File: src/rtl/regfile_pkg.sv
// Shared types and default sizing for the multi-read-port register file.
package regfile_pkg;

    typedef enum logic {
        StClear,
        StIdle
    } rf_state_e;

    localparam int unsigned DefDataWidth = 32;
    localparam int unsigned DefRegCount  = 32;
    localparam int unsigned DefAddrWidth = 5;
    localparam int unsigned DefNRead     = 2;

endpackage

File: src/rtl/regfile_rdport.sv
// One registered read port: range/zero check, write-through bypass and hold register.
module regfile_rdport
    import regfile_pkg::*;
#(
    parameter int unsigned DATAWIDTH = DefDataWidth,
    parameter int unsigned REGCOUNT  = DefRegCount,
    parameter int unsigned ADDRWIDTH = DefAddrWidth,
    parameter bit          ZERO_REG  = 1'b1
) (
    input  logic                          clk,
    input  logic                          rst_n,
    input  logic                          active,
    input  logic                          rd_en,
    input  logic [ADDRWIDTH-1:0]          rd_addr,
    input  logic                          wr_acc,
    input  logic [ADDRWIDTH-1:0]          wr_addr,
    input  logic [DATAWIDTH-1:0]          wr_data,
    input  logic [REGCOUNT*DATAWIDTH-1:0] mem_flat,
    output logic [DATAWIDTH-1:0]          rd_data
);

    localparam logic [ADDRWIDTH:0] RegCountW = (ADDRWIDTH+1)'(REGCOUNT);

    logic                 in_range;
    logic [DATAWIDTH-1:0] rd_val;
    logic [DATAWIDTH-1:0] rd_data_d, rd_data_q;

    assign in_range = ({1'b0, rd_addr} < RegCountW);

    always_comb begin
        rd_val = '0;
        if (!in_range || (ZERO_REG && (rd_addr == '0))) begin
            rd_val = '0;
        end else if (wr_acc && (wr_addr == rd_addr)) begin
            rd_val = wr_data;
        end else begin
            rd_val = mem_flat[int'(rd_addr) * DATAWIDTH +: DATAWIDTH];
        end
    end

    // Outputs are forced to zero for the whole clear sequence.
    always_comb begin
        rd_data_d = rd_data_q;
        if (!active) begin
            rd_data_d = '0;
        end else if (rd_en) begin
            rd_data_d = rd_val;
        end
    end

    always_ff @(posedge clk) begin
        if (!rst_n) begin
            rd_data_q <= '0;
        end else begin
            rd_data_q <= rd_data_d;
        end
    end

    assign rd_data = rd_data_q;

endmodule

File: src/rtl/regfile_mp.sv
// Multi-read-port register file with write port and sequential clear engine.
module regfile_mp
    import regfile_pkg::*;
#(
    parameter int unsigned DATAWIDTH = DefDataWidth,
    parameter int unsigned REGCOUNT  = DefRegCount,
    parameter int unsigned ADDRWIDTH = DefAddrWidth,
    parameter int unsigned NREAD     = DefNRead,
    parameter bit          ZERO_REG  = 1'b1
) (
    input  logic                       clk,
    input  logic                       rst_n,
    input  logic                       clr,
    output logic                       ready,
    input  logic [NREAD-1:0]           rd_en,
    input  logic [NREAD*ADDRWIDTH-1:0] rd_addr,
    output logic [NREAD*DATAWIDTH-1:0] rd_data,
    input  logic                       wr_en,
    input  logic [ADDRWIDTH-1:0]       wr_addr,
    input  logic [DATAWIDTH-1:0]       wr_data
);

    localparam logic [ADDRWIDTH:0]   RegCountW = (ADDRWIDTH+1)'(REGCOUNT);
    localparam logic [ADDRWIDTH-1:0] LastIdx   = ADDRWIDTH'(REGCOUNT - 1);

    rf_state_e              state_d, state_q;
    logic [ADDRWIDTH-1:0]   cnt_d, cnt_q;
    logic [DATAWIDTH-1:0]   mem_d [REGCOUNT];
    logic [DATAWIDTH-1:0]   mem_q [REGCOUNT];
    logic [REGCOUNT*DATAWIDTH-1:0] mem_flat;
    logic                   active;
    logic                   wr_acc;

    assign active = (state_q == StIdle);
    assign ready  = active;

    assign wr_acc = active && wr_en && ({1'b0, wr_addr} < RegCountW)
                    && !(ZERO_REG && (wr_addr == '0));

    always_comb begin
        state_d = state_q;
        cnt_d   = cnt_q;
        unique case (state_q)
            StClear: begin
                if (cnt_q == LastIdx) begin
                    state_d = StIdle;
                    cnt_d   = '0;
                end else begin
                    cnt_d = cnt_q + 1'b1;
                end
            end
            StIdle: begin
                if (clr) begin
                    state_d = StClear;
                    cnt_d   = '0;
                end
            end
            default: state_d = StClear;
        endcase
    end

    always_ff @(posedge clk) begin
        if (!rst_n) begin
            state_q <= StClear;
            cnt_q   <= '0;
        end else begin
            state_q <= state_d;
            cnt_q   <= cnt_d;
        end
    end

    // The array is not reset; the clear engine zeroes it after every reset.
    always_comb begin
        mem_d = mem_q;
        if (state_q == StClear) begin
            mem_d[cnt_q] = '0;
        end else if (wr_acc) begin
            mem_d[wr_addr] = wr_data;
        end
    end

    always_ff @(posedge clk) begin
        if (rst_n) begin
            mem_q <= mem_d;
        end
    end

    for (genvar i = 0; i < REGCOUNT; i++) begin : g_flat
        assign mem_flat[i*DATAWIDTH +: DATAWIDTH] = mem_q[i];
    end

    for (genvar p = 0; p < NREAD; p++) begin : g_rdport
        regfile_rdport #(
            .DATAWIDTH (DATAWIDTH),
            .REGCOUNT  (REGCOUNT),
            .ADDRWIDTH (ADDRWIDTH),
            .ZERO_REG  (ZERO_REG)
        ) u_rdport (
            .clk      (clk),
            .rst_n    (rst_n),
            .active   (active),
            .rd_en    (rd_en[p]),
            .rd_addr  (rd_addr[p*ADDRWIDTH +: ADDRWIDTH]),
            .wr_acc   (wr_acc),
            .wr_addr  (wr_addr),
            .wr_data  (wr_data),
            .mem_flat (mem_flat),
            .rd_data  (rd_data[p*DATAWIDTH +: DATAWIDTH])
        );
    end

endmodule

File: config.mk
export PLATFORM = sky130hd
export DESIGN_NAME = regfile_mp
export DESIGN_NICKNAME = d
export VERILOG_FILES = /design/src/rtl/regfile_pkg.sv /design/src/rtl/regfile_rdport.sv /design/src/rtl/regfile_mp.sv
export SDC_FILE = /design/constraint.sdc
export NUM_CORES = 2
export LEC_CHECK = 0
export BUFFER_PORTS_ARGS = -buffer_cell sky130_fd_sc_hd__clkbuf_2
export CAP_MARGIN = 20
export CORE_MARGIN = 8
export CORE_UTILIZATION = 50
export DETAILED_ROUTE_END_ITERATION = 8
export PLACE_DENSITY = 0.72
export SLEW_MARGIN = 20
export SYNTH_ARGS = -nofsm -noshare
export SYNTH_HDL_FRONTEND = slang
export SYNTH_SLANG_ARGS = --single-unit
File: constraint.sdc
create_clock -name clk -period 3.5 [get_ports clk]
set_input_delay 0.175 -clock clk [delete_from_list [all_inputs] [get_ports clk]]
set_output_delay 0.175 -clock clk [all_outputs]
set_load 0.1 [all_outputs]
==> impl_metrics.csv <==
group,metric,value,unit
final_layout,final_cell_area,67800,um2
die,die_y,363,um
sta,fin_crit_sh,83.5,%
sta,max_freq,0.342,GHz
synth,ys_warn_count,0,
clock_tree,cts_buffers,114,
worst_setup_path,critPathLaunchType,"flop",
final_layout,drive_above_1_share,23.6,%
synth,synth.distinct_cells,43,
die,ioPinCount,118,
synth,seq_area_frac_synth,53.5,%
global_route,grt_pass1_wl,316000,um
sta,setup_viol,0,
synth,synth_most_common_cell,"nand2_1",
clock_tree,clockBufferDepth,3,
synth,synth_top_cell_by_area,"edfxtp_1",
final_layout,stdcell_count,6542,
min_path,hold_class,"primary input to flop",
final_layout,multi_input_area,26700,um2
outcome,status,"complete, but fails checks",
worst_setup_path,end_kind,"flop",
power_and_ir_drop,p_leak,24.5,nW
detailed_routing,wirelength,217000,um
synth,async_flop_share,0,%
synth,synth-seq-cells,1094,
clock_tree,cts.sinks,1094,
sta,maxSlewHeadroom,23.7,%
synth,syn_area,60100,um2
synth,syn_nets,4922,
worst_setup_path,worstPathArrival,3.48,ns
placement,placed_area,63500,um2
detailed_routing,drt-pass1-iter-count,9,
detailed_routing,ant_nets,0,
worst_setup_path,crit_slowest_cell,"a21oi_4",
final_layout,nets,4885,
sta,rsz0062_at_grt,"false",
synth,synth_common_cells,"nand2_1, edfxtp_1, o21ai_0",
sta,drv_slew,0,
die,die_width,363,um
worst_setup_path,required,4.06,ns
die,start_util,50.3,%
sta,fin_skew,0.0315,ns
placement,dp_hpwl,134000,um
synth,syn_avg_cell_area,12.4,um2
global_route,grt_max_degree,111,
clock_tree,cts_setup_buffers,0,
clock_tree,htree_levels,3,
worst_setup_path,crit_chain,"inv_1 > ha_1 > nor2b_1 > buf_4 > a21oi_4 > buf_4 > nand2_1 > o21ai_0",
worst_setup_path,cpPeakStageDelay,0.81,ns
worst_setup_path,worstSetupPathType,"flop to flop",
power_and_ir_drop,pwr_density_cell,484,nW/um2
clock_tree,cts_tree,"built",
detailed_routing,drtIter0Drc,8000,
synth,synth_edf_count,1024,
global_route,antenna_found_initial,4,
sta,finalCriticalPeriod,2.92,ns
placement,gp_congestion,0.959,
final_layout,final_util,56.8,%
detailed_routing,vias,47200,
placement,dpl.cell_count,6288,
global_route,grtUsageTotal,32.2,%
sta,fin_ws,0.577,ns
synth,synth_flop_cell,"edfxtp_1",
sta,finalHoldViolations,0,
clock_tree,clock-root-buffer,"clkbuf_16",
job,maxCapViolations,0,
final_layout,seq_area,32200,um2
detailed_routing,wl_per_cell,33.1,um
die,core_area,119000,um2
placement,dp_slack,0.565,ns
clock_tree,path_clk_slew,0.07,ns
final_layout,area_growth,12.9,%
power_and_ir_drop,peakVddDrop,0.436,mV
detailed_routing,drcViolationCount,4,
synth,synthTopCellsByArea,"edfxtp_1, mux4_2, o21ai_0",
worst_setup_path,path_max_fanout,21,
die,rows,127,
clock_tree,clkLatencyLatePin,0.75,ns
global_route,grt_pass1_vias,46100,
global_route,grt_overflow,0,
outcome,violations,"design-rule violations",
detailed_routing,viasPerCell,7.21,
worst_setup_path,cpMostUsedCell,"buf_4",
synth,synth_cells,4864,
placement,port_buffers,117,
synth,synth_top_area_share,51.2,%
die,dieArea,132000,um2
final_layout,fill_cells,9539,
worst_setup_path,r2r_setup_slack,0.58,ns
sta,worst_pin_slew,1.14,ns
cell usage in the layout (no fill, tap or decap), drive strengths merged, types with 4 or more instances in the layout:
cell type | netlist | final
bufinv | 0 | 18
edfxtp | 1024 | 1024
xor2 | 5 | 5
nor2b | 12 | 12
buf | 113 | 203
nor2 | 39 | 39
nand2b | 64 | 64
nand3 | 65 | 65
a21oi | 54 | 54
clkinvlp | 0 | 4
o21ai | 1028 | 1028
a31oi | 15 | 15
clkbuf | 389 | 252
a21o | 62 | 62
ha | 5 | 5
a22oi | 194 | 194
nand2 | 1072 | 1072
dfxtp | 70 | 70
xnor2 | 5 | 5
and2 | 7 | 7
inv | 34 | 39
mux4 | 574 | 574
dlygate4sd3 | 0 | 35
clkinv | 0 | 50
cells by family after synthesis:
| logic type | Yosys count | synth area share, % |
|---|---|---|
| compound gates | 1365 | 12.5 |
| xor+xnor | 10 | 0.146 |
| fa+ha+maj | 5 | 0.104 |
| buf+inv | 536 | 3.59 |
| flops | 1094 | 53.5 |
| mux | 574 | 21.5 |
| simple gates | 1280 | 8.60 |
worst max-delay path: cells and delay by family (launching register included):
kind | cells | cell delay (ns)
flops | 1 | 0.44
fa+ha+maj | 1 | 0.36
compound gates | 2 | 0.90
simple gates | 2 | 0.30
buf+inv | 3 | 0.74
metal layers:
| metal | up-vias | GRT usage [%] | routed length, um |
|---|---|---|---|
| li1 | 18600 | - | - |
| met2 | 4880 | 46.1 | 91900 |
| met3 | 796 | 12.6 | 40100 |
| met5 | - | 0.407 | 106 |
| met1 | 22900 | 42.8 | 72000 |
| met4 | 6 | 15.8 | 12800 |
area by class of cell:
cell class / instances / share of cell area, %
multi-input cells: 3234 / 39.3
flip-flops and latches: 1094 / 47.4
repair buffers: 349 / 4.22
clock inverters: 77 / 1.35
inverters: 34 / 0.188
clock buffers: 141 / 4.53
diodes: 1 / 0.00369
well taps: 1612 / 2.97
flip-flops by register name, indices dropped and copies added, names as in the netlist:
register and cells:
g_rdport.u_rdport.rd_data 64, cnt_q 5, mem_flat 1024, ready 1
repair_timing:
action | 4_1_cts | 5_1_grt
hold buffers | 35 | 0
setup endpoints to repair | 0 | 0
endpoints found under the hold margin | 69 | 0
resized for setup | 0 | 0
through the flow:
| step | TNS [ns] | total power (W) | hold slack (ns) |
|---|---|---|---|
| final | 0 | 0.0328 | 0.117 |
| after detailed placement | 0 | 0.0198 | 0.466 |
| after global routing | 0 | 0.0335 | 0.138 |
| after CTS | 0 | 0.0327 | 0.0679 |
| after global placement | 0 | 0.0196 | 0.457 |
| after floorplan | -207.45 | 0.0184 | 0.320 |
final timing paths:
path / start / to / depth (start not counted)
worst max-delay path: cnt_q[0] / mem_flat[64] / 8
worst min-delay path: rd_en[0] / g_rdport[0].u_rdport.rd_data[1] / 4
worst max register to register: cnt_q[0] / mem_flat[64] / 8
worst min register to register: g_rdport[0].u_rdport.rd_data[29] / g_rdport[0].u_rdport.rd_data[29] / 2
power by group:
group          switching, W  internal (W)
Clock               0.00552       0.00759
Combinational       0.00216       0.00172
Sequential         0.000556        0.0153
Total               0.00824        0.0246
(Power assumes the default switching activity.)
